### config.mk
export PLATFORM = sky130hd
export DESIGN_NAME = retire_trace_gen_flat
export DESIGN_NICKNAME = d
export VERILOG_FILES = /design/src/rtl/mips_trace_pkg.sv /design/src/rtl/retire_trace_gen_if.sv /design/src/rtl/trace_fifo.sv /design/src/rtl/retire_trace_gen.sv /design/src/flat_wrapper.sv
export SDC_FILE = /design/constraint.sdc
export NUM_CORES = 1
export LEC_CHECK = 0
export ABC_AREA = 1
export CAP_MARGIN = 20
export CORE_MARGIN = 2
export CORE_UTILIZATION = 45
export CTS_CLUSTER_DIAMETER = 100
export DETAILED_ROUTE_END_ITERATION = 8
export PLACE_DENSITY = 0.65
export REMOVE_ABC_BUFFERS = 1
export SYNTH_ARGS = -nofsm -noshare
export SYNTH_HDL_FRONTEND = slang
export SYNTH_SLANG_ARGS = --single-unit
### constraint.sdc
create_clock -name clk -period 8.1 [get_ports clk]
set_clock_uncertainty 0.1 [all_clocks]
set_input_delay 2.43 -clock clk [delete_from_list [all_inputs] [get_ports clk]]
set_output_delay 2.43 -clock clk [all_outputs]
set_load 0.02 [all_outputs]
### src/rtl/mips_trace_pkg.sv
// Types and constants shared by the retirement trace generator, its FIFO and its interface.
package mips_trace_pkg;

  typedef enum logic [1:0] {
    ITYPE_R = 2'd0,
    ITYPE_I = 2'd1,
    ITYPE_J = 2'd2
  } instr_type_e;

  typedef struct packed {
    logic        valid;
    logic [31:0] pc;
    logic [31:0] instr;
  } stage_t;

  typedef struct packed {
    logic [31:0] pc;
    logic [31:0] instr;
    instr_type_e itype;
    logic [4:0]  dest;
    logic        dest_wr;
    logic [31:0] dest_val;
  } retire_rec_t;

  localparam logic [5:0]  OPC_RTYPE    = 6'h00;
  localparam logic [5:0]  OPC_J        = 6'h02;
  localparam logic [5:0]  OPC_JAL      = 6'h03;
  localparam logic [31:0] SYSCALL_WORD = 32'h0000000c;
  localparam logic [31:0] V0_EXIT      = 32'd10;

  function automatic instr_type_e decode_type(input logic [31:0] instr);
    instr_type_e t;
    case (instr[31:26])
      OPC_RTYPE:      t = ITYPE_R;
      OPC_J, OPC_JAL: t = ITYPE_J;
      default:        t = ITYPE_I;
    endcase
    return t;
  endfunction

endpackage

### src/rtl/retire_trace_gen_if.sv
// Retire-record stream: head of the record FIFO with a valid/ready handshake to the trace consumer.
interface retire_trace_gen_if;
  logic        rec_valid;
  logic        rec_ready;
  logic [31:0] rec_pc;
  logic [31:0] rec_instr;
  logic [1:0]  rec_type;
  logic [4:0]  rec_dest;
  logic        rec_dest_wr;
  logic [31:0] rec_dest_val;

  modport master (
    output rec_valid, rec_pc, rec_instr, rec_type, rec_dest, rec_dest_wr, rec_dest_val,
    input  rec_ready
  );

  modport slave (
    input  rec_valid, rec_pc, rec_instr, rec_type, rec_dest, rec_dest_wr, rec_dest_val,
    output rec_ready
  );
endinterface

### src/rtl/trace_fifo.sv
// Synchronous FIFO of retire records; a push is accepted when full only if a pop happens in the same cycle.
// Head is read straight from the storage flops and forced to zero while empty.
module trace_fifo
  import mips_trace_pkg::*;
#(
  parameter int DEPTH = 4
) (
  input  logic        clk,
  input  logic        reset,
  input  logic        push,
  input  retire_rec_t push_dat,
  input  logic        pop,
  output logic        head_vld,
  output retire_rec_t head_dat,
  output logic        full
);
  localparam int AW = $clog2(DEPTH);

  logic [AW:0] wr_ptr_q, wr_ptr_d;
  logic [AW:0] rd_ptr_q, rd_ptr_d;
  retire_rec_t mem_q [DEPTH];
  retire_rec_t mem_d [DEPTH];
  logic        empty;
  logic        do_pop;
  logic        do_push;

  // Extra pointer bit distinguishes full from empty when the indices match.
  assign empty   = (wr_ptr_q == rd_ptr_q);
  assign full    = (wr_ptr_q[AW] != rd_ptr_q[AW]) && (wr_ptr_q[AW-1:0] == rd_ptr_q[AW-1:0]);
  assign do_pop  = pop && !empty;
  assign do_push = push && (!full || do_pop);

  always_comb begin
    mem_d    = mem_q;
    wr_ptr_d = wr_ptr_q;
    rd_ptr_d = rd_ptr_q;
    if (do_push) begin
      mem_d[wr_ptr_q[AW-1:0]] = push_dat;
      wr_ptr_d                = wr_ptr_q + (AW+1)'(1);
    end
    if (do_pop) begin
      rd_ptr_d = rd_ptr_q + (AW+1)'(1);
    end
  end

  always_ff @(posedge clk) begin
    if (reset) begin
      wr_ptr_q <= '0;
      rd_ptr_q <= '0;
    end else begin
      wr_ptr_q <= wr_ptr_d;
      rd_ptr_q <= rd_ptr_d;
    end
  end

  always_ff @(posedge clk) begin
    mem_q <= mem_d;
  end

  assign head_vld = !empty;
  assign head_dat = empty ? '0 : mem_q[rd_ptr_q[AW-1:0]];
endmodule

### src/rtl/retire_trace_gen.sv
// Shadows pc/instr through ISS/EX/MEM/WB and emits one record per retiring instruction.
// Fetch to rec_valid is 5 cycles unstalled; records arriving while the FIFO is full and not draining are dropped.
module retire_trace_gen
  import mips_trace_pkg::*;
#(
  parameter int FIFO_DEPTH = 4,
  parameter int CNT_W      = 32
) (
  input  logic                clk,
  input  logic                reset,
  input  logic                fetch_valid,
  input  logic [31:0]         pc_fetch,
  input  logic [31:0]         instr_fetch,
  input  logic                stall,
  input  logic                flush,
  input  logic                reg_wr_wb,
  input  logic [4:0]          wr_addr_wb,
  input  logic [31:0]         wr_data_wb,
  input  logic [31:0]         v0_val,
  retire_trace_gen_if.master  rec_if,
  output logic                instr_retired,
  output logic [CNT_W-1:0]    retire_cnt,
  output logic                overflow,
  output logic                halt_seen
);
  stage_t           iss_q, iss_d, ex_q, ex_d, mem_q, mem_d, wb_q, wb_d;
  logic [CNT_W-1:0] retire_cnt_q, retire_cnt_d;
  logic             overflow_q, overflow_d;
  logic             halt_seen_q, halt_seen_d;
  retire_rec_t      rec;
  retire_rec_t      head;
  logic             head_vld;
  logic             fifo_full;

  // A flush also kills whatever sits in ISS, so EX receives a bubble.
  always_comb begin
    iss_d = iss_q;
    if (flush) begin
      iss_d = '0;
    end else if (!stall) begin
      iss_d = {fetch_valid, pc_fetch, instr_fetch};
    end
    ex_d  = (stall || flush) ? '0 : iss_q;
    mem_d = ex_q;
    wb_d  = mem_q;
  end

  always_comb begin
    rec          = '0;
    rec.pc       = wb_q.pc;
    rec.instr    = wb_q.instr;
    rec.itype    = decode_type(wb_q.instr);
    rec.dest_wr  = reg_wr_wb && (wr_addr_wb != 5'd0);
    if (rec.dest_wr) begin
      rec.dest     = wr_addr_wb;
      rec.dest_val = wr_data_wb;
    end
    retire_cnt_d = retire_cnt_q + CNT_W'(wb_q.valid);
    // When full the head is valid, so rec_ready alone decides whether space frees up.
    overflow_d   = overflow_q || (wb_q.valid && fifo_full && !rec_if.rec_ready);
    halt_seen_d  = halt_seen_q ||
                   (wb_q.valid && (wb_q.instr == SYSCALL_WORD) && (v0_val == V0_EXIT));
  end

  always_ff @(posedge clk) begin
    if (reset) begin
      iss_q        <= '0;
      ex_q         <= '0;
      mem_q        <= '0;
      wb_q         <= '0;
      retire_cnt_q <= '0;
      overflow_q   <= 1'b0;
      halt_seen_q  <= 1'b0;
    end else begin
      iss_q        <= iss_d;
      ex_q         <= ex_d;
      mem_q        <= mem_d;
      wb_q         <= wb_d;
      retire_cnt_q <= retire_cnt_d;
      overflow_q   <= overflow_d;
      halt_seen_q  <= halt_seen_d;
    end
  end

  trace_fifo #(.DEPTH(FIFO_DEPTH)) u_fifo (
    .clk      (clk),
    .reset    (reset),
    .push     (wb_q.valid),
    .push_dat (rec),
    .pop      (rec_if.rec_ready),
    .head_vld (head_vld),
    .head_dat (head),
    .full     (fifo_full)
  );

  assign rec_if.rec_valid    = head_vld;
  assign rec_if.rec_pc       = head.pc;
  assign rec_if.rec_instr    = head.instr;
  assign rec_if.rec_type     = head.itype;
  assign rec_if.rec_dest     = head.dest;
  assign rec_if.rec_dest_wr  = head.dest_wr;
  assign rec_if.rec_dest_val = head.dest_val;

  assign instr_retired = wb_q.valid;
  assign retire_cnt    = retire_cnt_q;
  assign overflow      = overflow_q;
  assign halt_seen     = halt_seen_q;
endmodule

### src/flat_wrapper.sv
// flat-port wrapper written by rule: the top's interface ports become plain ports
module retire_trace_gen_flat import mips_trace_pkg::*;
#(
  parameter int FIFO_DEPTH = 4,
  parameter int CNT_W      = 32
)
  (clk, reset, fetch_valid, pc_fetch, instr_fetch, stall, flush, reg_wr_wb, wr_addr_wb, wr_data_wb, v0_val, instr_retired, retire_cnt, overflow, halt_seen, rec_if_rec_valid, rec_if_rec_pc, rec_if_rec_instr, rec_if_rec_type, rec_if_rec_dest, rec_if_rec_dest_wr, rec_if_rec_dest_val, rec_if_rec_ready);
  retire_trace_gen_if rec_if_i ();
  input  logic clk;
  input  logic reset;
  input  logic fetch_valid;
  input  logic [31:0] pc_fetch;
  input  logic [31:0] instr_fetch;
  input  logic stall;
  input  logic flush;
  input  logic reg_wr_wb;
  input  logic [4:0] wr_addr_wb;
  input  logic [31:0] wr_data_wb;
  input  logic [31:0] v0_val;
  output logic instr_retired;
  output logic [CNT_W-1:0] retire_cnt;
  output logic overflow;
  output logic halt_seen;
  output wire logic [$bits(rec_if_i.rec_valid)-1:0] rec_if_rec_valid;
  output wire logic [$bits(rec_if_i.rec_pc)-1:0] rec_if_rec_pc;
  output wire logic [$bits(rec_if_i.rec_instr)-1:0] rec_if_rec_instr;
  output wire logic [$bits(rec_if_i.rec_type)-1:0] rec_if_rec_type;
  output wire logic [$bits(rec_if_i.rec_dest)-1:0] rec_if_rec_dest;
  output wire logic [$bits(rec_if_i.rec_dest_wr)-1:0] rec_if_rec_dest_wr;
  output wire logic [$bits(rec_if_i.rec_dest_val)-1:0] rec_if_rec_dest_val;
  input wire logic [$bits(rec_if_i.rec_ready)-1:0] rec_if_rec_ready;
  assign rec_if_rec_valid = rec_if_i.rec_valid;
  assign rec_if_rec_pc = rec_if_i.rec_pc;
  assign rec_if_rec_instr = rec_if_i.rec_instr;
  assign rec_if_rec_type = rec_if_i.rec_type;
  assign rec_if_rec_dest = rec_if_i.rec_dest;
  assign rec_if_rec_dest_wr = rec_if_i.rec_dest_wr;
  assign rec_if_rec_dest_val = rec_if_i.rec_dest_val;
  assign rec_if_i.rec_ready = rec_if_rec_ready;
  retire_trace_gen #(.FIFO_DEPTH(FIFO_DEPTH), .CNT_W(CNT_W)) u_core (.clk(clk), .reset(reset), .fetch_valid(fetch_valid), .pc_fetch(pc_fetch), .instr_fetch(instr_fetch), .stall(stall), .flush(flush), .reg_wr_wb(reg_wr_wb), .wr_addr_wb(wr_addr_wb), .wr_data_wb(wr_data_wb), .v0_val(v0_val), .rec_if(rec_if_i), .instr_retired(instr_retired), .retire_cnt(retire_cnt), .overflow(overflow), .halt_seen(halt_seen));
endmodule
# Word level (Yosys, flattened, before mapping)
# Index checks and enable logic that the tools add are counted.
[totals] ff_bits=716 out_inout_bits=140
[classes] add_sub_neg=3 order_cmp=3 eq_ne=7 n_mux=10 bitwise=2 n_reduce_logical=21
[ops] cell="$bwmux W416" count=1
[ops] cell="$mux W104" count=4
[ops] cell="$bmux W104 S2" count=1
[ops] cell="$demux W104 S2" count=1
[ops] cell="$eq A32 B4 Y1 const B" count=2
[ops] cell="$add A32 B1 Y32" count=1
[ops] cell="$mux W32" count=1
[ops] cell="$eq A6 B2 Y1 const B" count=2
[ops] cell="$logic_and A1 B1 Y1" count=9
[ops] cell="$add A3 B1 Y3 const B" count=2
[ops] cell="$ge A3 B3 Y1 const B" count=2
[ops] cell="$logic_not A6 Y1" count=1
[ops] cell="$not A2 Y3" count=2
[ops] cell="$reduce_or A2 Y1" count=3
[ops] cell="$mux W5" count=1
[ops] cell="$reduce_bool A5 Y1" count=1
[ops] cell="$logic_or A1 B1 Y1" count=4
[ops] cell="$pmux W2 S2" count=1
[ops] cell="$eq A3 B3 Y1" count=1
[ops] cell="$logic_not A1 Y1" count=3
[ops] cell="$lt A3 B1 Y1 const B" count=1
[ops] cell="$eq A2 B2 Y1" count=1
[ops] cell="$ne A1 B1 Y1" count=1

# Logic depth before layout (Yosys ltp)
# Gate-level depths: netlist of the first run.
[depth] ltp_word=6 ltp_mapped=9 depth_no_buf=9

# By module
# A second synthesis of the first run with hierarchy kept.
[hier_totals] cells_unflattened=2519 hier_area_um2=26988.4
[by_module_without_submodules] mod="trace_fifo" instances=1 cells_each=1285 area_each_um2=16747.3
[by_module_without_submodules] mod="retire_trace_gen" instances=1 cells_each=1234 area_each_um2=10241.1

# Worst setup path after synthesis of the first run
# Ideal clock, no wire load.
[synth_timing] path_kind="input to register" start="input rec_if_rec_ready" end="register u_core.u_fifo.mem_q[0] (netlist bit) (enable)" arrival_time_ns=7.056 t_required_ns=7.432 slack_ns=0.376 cell_stages=4 path_buffers=0 cell_sequence="nor2_1 nand2_1 nand2_2 nor2_1"
[synth_via] elab_chain_cells=3
[synth_rtl] item="start: declaration" line_no="flat_wrapper.sv:31" source="input wire logic [$bits(rec_if_i.rec_ready)-1:0] rec_if_rec_ready;"
[synth_rtl] item="$logic_and A1 B1 Y1" line_no="trace_fifo.sv:30" source="assign do_pop = pop && !empty;"
[synth_rtl] item="$logic_or A1 B1 Y1" line_no="trace_fifo.sv:31" source="assign do_push = push && (!full || do_pop);"
[synth_rtl] item="$logic_and A1 B1 Y1" line_no="trace_fifo.sv:31"
[synth_rtl] item="end signal: assignment" line_no="trace_fifo.sv:57" source="mem_q <= mem_d;"
[synth_rtl] item="end: declaration" line_no="trace_fifo.sv:21" source="retire_rec_t mem_q [DEPTH];"
# Every way passes these cells.
# A chain may end at the register's enable or synchronous reset.

# Worst setup path after layout of the first run
[layout_timing] start="register u_core.u_fifo.rd_ptr_q[0]" end="output rec_if_rec_instr[14]"
[layout_via] elab_chain_cells=5
[layout_rtl] item="start: declaration" line_no="trace_fifo.sv:20" source="logic [AW:0] rd_ptr_q, rd_ptr_d;"
[layout_rtl] item="start signal: assignment" line_no="trace_fifo.sv:52" source="rd_ptr_q <= rd_ptr_d;"
[layout_rtl] item="$not A2 Y3 (implied by the code)" line_no="trace_fifo.sv:61" source="assign head_dat = empty ? '0 : mem_q[rd_ptr_q[AW-1:0]];"
[layout_rtl] item="$bmux W104 S2" line_no="trace_fifo.sv:61"
[layout_rtl] item="$mux W104 (implied by the code) (2 in a row)" line_no="trace_fifo.sv:61"
[layout_rtl] item="$mux W104 *" line_no="trace_fifo.sv:61"
[layout_rtl] item="end: declaration" line_no="flat_wrapper.sv:26" source="output wire logic [$bits(rec_if_i.rec_instr)-1:0] rec_if_rec_instr;"
# Mark *: on every way between the ends. The rest lies on a longest branch, timed or not. The select of a mux whose other input is x is not followed.

==> metrics.cfg, run 1 <==
[sta]
setup_violations=0
timing.final.crit_period_ns=6.92
drv_slew=0
final-hold-violation-count=0
worstMarginPinSlew_ns=1.02
timing.fmax_ghz=0.145
whs_ns=0.296
rsz0062_at_grt=no
setup_ws_ns=1.18
min_period_over_period_pct=85.4
relSlewSlack_pct=32.2
tns_ns=0

[critical_path]
reg2regPathDepth=6
setup.worst_path.class=reg -> out
path_max_fanout=96
crit_path_start_kind=register
critPathArrivalTime_ns=4.39
r2r_start=u_core.u_fifo.rd_ptr_q[1]
rr_endpoint=u_core.u_fifo.mem_q[326]
r2r_slack_ns=4.85
cp.required_ns=5.57
critPathCaptureType=output pin

[clocking]
post_cts_buffers=0
clock_latency_ns=0.59
cts_buffer_depth=3
clkTransAtPathRegs_ns=0.06
cts.repair.resized=0
cts_tree=done
ctsHoldBuffers=0
h-tree-depth=3
numCtsBuffers=72
root_buffer=clkbuf_16
clock-sinks=716

[synthesis]
synth_edf_count=416
synthTopCellsByCount=641 x nor2_1, 416 x edfxtp_1, 394 x inv_1
synth-main-ff-cell=edfxtp_1
yosys.area.top_type=edfxtp_1
synth_top_area_share_pct=47.0
synth_area_leaders=edfxtp_1 47%, dfxtp_1 23%, nor2_1 9.1%
async_reset_ff_share_pct=0
avgSynthCellArea_sq_um=10.5
ys_ff_latch=716
yosysMostFrequentCell=nor2_1
yosysSeqAreaShare_pct=69.6
synthCells=2533
ys_warn_count=0
synth_area_sq_um=26600
yosysUniqueCellTypes=33

[hold_path]
min_path_type=reg -> reg
min_to=u_core.rec[77]
hold_depth=2
hold_start=u_core.mem_q[37]

[floorplan]
start_util_pct=45.3
core.rowCount=89
pin_count=280
die_area_sq_um=61000
die_x_microns=247
die_h_microns=247
core_sq_um=58700

[power]
power.density_nw_per_um2=243
leakage_nw=11.9
vdd_ir_drop_max_v=0.000147

[global_routing]
grt_start_max_net_pins=167
grt_pass1_wl_microns=91300
grt_overflow=0
met2_usage_pct=33.8
grt_util_all_layers_pct=19.2
antenna_found_initial=1
grt.busiest_layer=met2
met1_usage_pct=24.2
grt_pass1_vias=17191
met3_usage_pct=3.26

[routing]
drtIter0Drc=971
vias_per_cell=4.91
vias=17714
finalWirelength_microns=59200
drc=0
ant_nets=0
detail_route.wl_per_cell_microns=16.4
first_pass_iters=5

[cells_and_area]
synthToLayoutAreaGrowth_pct=21.4
nFillCells=5085
nNetsFinal=2923
utilization_pct=54.9
drive_above_1_share_pct=5.26

[place]
place.gp.congestion=0.800
dp_slack_ns=1.87
dp_hpwl_microns=34600
port_buffers=279

[flow_run]
drv_cap=0

[run_status]
outcome=finished clean

-- worst max-delay path, stage by stage (launching register included) --
cell and delay [ns]:
dfxtp_4 0.74, buf_4 0.68, buf_4 0.86, nor2_1 0.12
o32ai_1 0.35, nand2_1 0.15, inv_1 0.11, clkdlybuf4s50_1 0.62
-- how the worst max path moves through the flow --
stage | start | to | slack [ns] | cells past startpoint
2_1_floorplan | u_core.u_fifo.rd_ptr_q[0] | rec_if_rec_dest[0] | -1.17 | 5
3_3_place_gp | u_core.u_fifo.rd_ptr_q[0] | rec_if_rec_instr[14] | 1.95 | 7
3_5_place_dp | u_core.u_fifo.rd_ptr_q[0] | rec_if_rec_instr[14] | 1.87 | 7
4_1_cts | u_core.u_fifo.rd_ptr_q[0] | rec_if_rec_instr[14] | 1.21 | 7
5_1_grt | u_core.u_fifo.rd_ptr_q[0] | rec_if_rec_instr[25] | 0.97 | 7
6_report | u_core.u_fifo.rd_ptr_q[0] | rec_if_rec_instr[14] | 1.18 | 7
-- cells in the final DEF (no fill, tap or decap), types with 2 or more instances in the layout --
cell type,instances
nand4_1,7
bufinv_16,4
nor3_1,12
dfxtp_4,2
a211oi_1,7
ha_1,7
buf_4,16
nand3b_1,2
nand2_1,211
a21oi_1,89
xor2_1,3
xnor2_1,3
nor2_1,637
nand3_1,21
edfxtp_1,416
buf_12,4
inv_4,2
clkinv_1,7
inv_6,4
clkinvlp_4,6
clkdlybuf4s50_1,277
nor2_4,6
clkbuf_8,6
o32ai_1,104
clkinv_2,14
inv_1,394
o21ai_0,173
clkbuf_16,75
o21ai_1,2
dfxtp_1,298
clkbuf_1,10
-- power breakdown --
group / switching, W / internal (W)
sequential: 0.0000229 / 0.00384
clock: 0.00135 / 0.00189
combinational: 0.000434 / 0.000283
-- stage by stage --
step	instances	power, W	cell area, sq um
2_1_floorplan	2404	0.00432	25900
3_3_place_gp	3475	0.00466	29900
3_5_place_dp	3475	0.00467	29900
4_1_cts	3605	0.00791	32200
5_1_grt	3606	0.00811	32200
6_report	3606	0.00782	32200
-- kinds of logic (layout without fill, tap and decap cells) --
logic type      Yosys count  count (layout)  synth area share [%]
xor+xnor                  7               7                 0.259
fa+ha+maj                 7               7                 0.330
simple gates            901             901                  13.1
buf+inv                 525             824                  8.02
other cells               0               1                     0
flops                   716             716                  69.6
compound gates          377             377                  8.65
-- cell type report --
type | count | area [sq um] | share of cell area (%)
clock inverters | 38 | 318 | 0.986
well taps | 773 | 967 | 3.00
flip-flops and latches | 716 | 18500 | 57.4
clock buffers | 92 | 2000 | 6.22
multi-input cells | 1292 | 5970 | 18.5
repair buffers | 298 | 2980 | 9.25
inverters | 396 | 1490 | 4.63
diodes | 1 | 2.50 | 0.00776
-- metal layers --
metal	vias up	routed length (microns)
met1	8506	25500
met5	-	0
li1	8740	-
met4	0	1120
met3	81	3000
met2	387	29600
-- flip-flops by register name, indices dropped and copies added, names as in the netlist --
signal / count
u_core.ex_q: 65
u_core.halt_seen: 1
u_core.instr_retired: 1
u_core.iss_q: 65
u_core.mem_q: 65
u_core.overflow: 1
u_core.rec: 64
u_core.retire_cnt: 32
u_core.u_fifo.mem_q: 416
u_core.u_fifo.rd_ptr_q: 3
u_core.u_fifo.wr_ptr_q: 3
Power figures use the tool's default switching activity.
==> inputs of run 2 (changes only) <==
Settings changed: CORE_MARGIN 2 to 1, CORE_UTILIZATION 45 to 50, PLACE_DENSITY 0.65 to 0.72.
==> metrics.cfg, run 2 (synthesized netlist as in run 1, its figures left out) <==
[floorplan]
start_util_pct=50.5
core.rowCount=84
die_x_microns=232
pin_count=280
die_h_microns=232
die_area_sq_um=54100
core_sq_um=52600

[sta]
setup_violations=0
timing.final.crit_period_ns=6.25
rsz0062_at_grt=no
final-hold-violation-count=0
timing.fmax_ghz=0.160
setup_ws_ns=1.85
relSlewSlack_pct=30.7
drv_slew=0
min_period_over_period_pct=77.2
worstMarginPinSlew_ns=1.04

[routing]
vias_per_cell=5.02
drtIter0Drc=1231
finalWirelength_microns=56800
first_pass_iters=5
drc=0
detail_route.wl_per_cell_microns=16.1
ant_nets=0
vias=17689

[cells_and_area]
nNetsFinal=2923
largest_reg_flops=416
stdcell_count=3521
synthToLayoutAreaGrowth_pct=20.5
antenna_cells=0
final_cell_mix=637 x nor2_1, 416 x edfxtp_1, 394 x inv_1
nFillCells=4204
mostFrequentLayoutCell=nor2_1
regMostFlops=u_core.u_fifo.mem_q
finalInstanceArea_sq_um=32000
drive_above_1_share_pct=4.91
utilization_pct=60.9

[clocking]
post_cts_buffers=0
cts.repair.resized=0
ctsHoldBuffers=0
h-tree-depth=3
numCtsBuffers=70
root_buffer=clkbuf_16
clkTransAtPathRegs_ns=0.06
cts_tree=done
clock_latency_ns=0.61
cts_buffer_depth=3
clock-sinks=716

[critical_path]
r2r_slack_ns=4.99
critPathMaxStageDelay_ns=0.68
critPathCaptureType=output pin
crit_path_start_kind=register
critPathSlowestCell=nand2_4
setup.worst_path.class=reg -> out
cp.required_ns=5.57
cp_cell_sequence=xor2_1 > nor2_4 > nand2_4 > buf_4 > nand2_1 > inv_1 > clkdlybuf4s50_1
path_max_fanout=72
critPathArrivalTime_ns=3.72

[place]
dp_hpwl_microns=33300
place.gp.congestion=0.839
dp_slack_ns=2.50
placed_cell_area_sq_um=29800
dp.cells=3391
port_buffers=279

[power]
power.density_nw_per_um2=240
vdd_ir_drop_max_v=0.000145
leakage_nw=11.9

[global_routing]
antenna_found_initial=1
grt_util_all_layers_pct=20.9
grt_pass1_vias=17045
grt_start_max_net_pins=143
grt_overflow=0
grt_pass1_wl_microns=87700

[flow_run]
drv_cap=0

[run_status]
outcome=finished clean

[hold_path]
min_path_type=reg -> reg

==> run 2: cell count changes in the layout (fill, tap and decap cells not counted), sizes merged <==
cell | previous run | this run
buf | 21 | 23
bufinv | 4 | 3
clkbuf | 92 | 99
clkinvlp | 6 | 2
diode | 1 | 0
inv | 402 | 399
==> run 2: area by class of cell <==
cell class	count	area, sq um	area share (%)
Clock buffer	99	1930	6.04
Clock inverter	30	293	0.914
Inverter	396	1490	4.66
Multi-Input combinational cell	1292	5970	18.6
Sequential cell	716	18500	57.8
Tap cell	688	861	2.69
Timing Repair Buffer	300	2970	9.27
==> run 2: report_power, final <==
group / leakage, nW / switching [W] / internal (W)
Sequential: 6.25 / 0.0000196 / 0.00384
Combinational: 4.53 / 0.000432 / 0.000285
Clock: 1.08 / 0.00133 / 0.00178
==> run 2: routing by layer <==
layer | vias up | global-route usage (%) | wire [microns]
met3 | 102 | 3.82 | 2890
met1 | 8399 | 26.6 | 24500
met2 | 447 | 35.4 | 27700
met4 | 2 | 7.97 | 1690
met5 | - | 0 | 13
li1 | 8739 | - | -
==> run 2: critical path, delay by kind of cell (launching register included) <==
| kind | cells | cell delay (ns) |
|---|---|---|
| buf+inv | 3 | 1.23 |
| simple gates | 3 | 0.87 |
| flops | 1 | 0.65 |
| xor+xnor | 1 | 0.28 |
==> run 2: stage by stage <==
step	hold slack [ns]	total power (W)	TNS, ns
final	0.292	0.00769	0
after global routing	0.307	0.00797	0
after CTS	0.293	0.00777	0
after detailed placement	0.292	0.00466	0
after global placement	0.288	0.00465	0
after floorplan	0.288	0.00432	-440.29
==> run 2: final timing paths <==
| kind | startpoint | endpoint | depth (start not counted) |
|---|---|---|---|
| worst min register to register | u_core.mem_q[7] | u_core.rec[47] | 2 |
| worst max register to register | u_core.u_fifo.rd_ptr_q[1] | u_core.u_fifo.mem_q[108] | 6 |
| worst min-delay path | u_core.mem_q[7] | u_core.rec[47] | 2 |
| worst max-delay path | u_core.u_fifo.rd_ptr_q[1] | rec_if_rec_instr[19] | 7 |
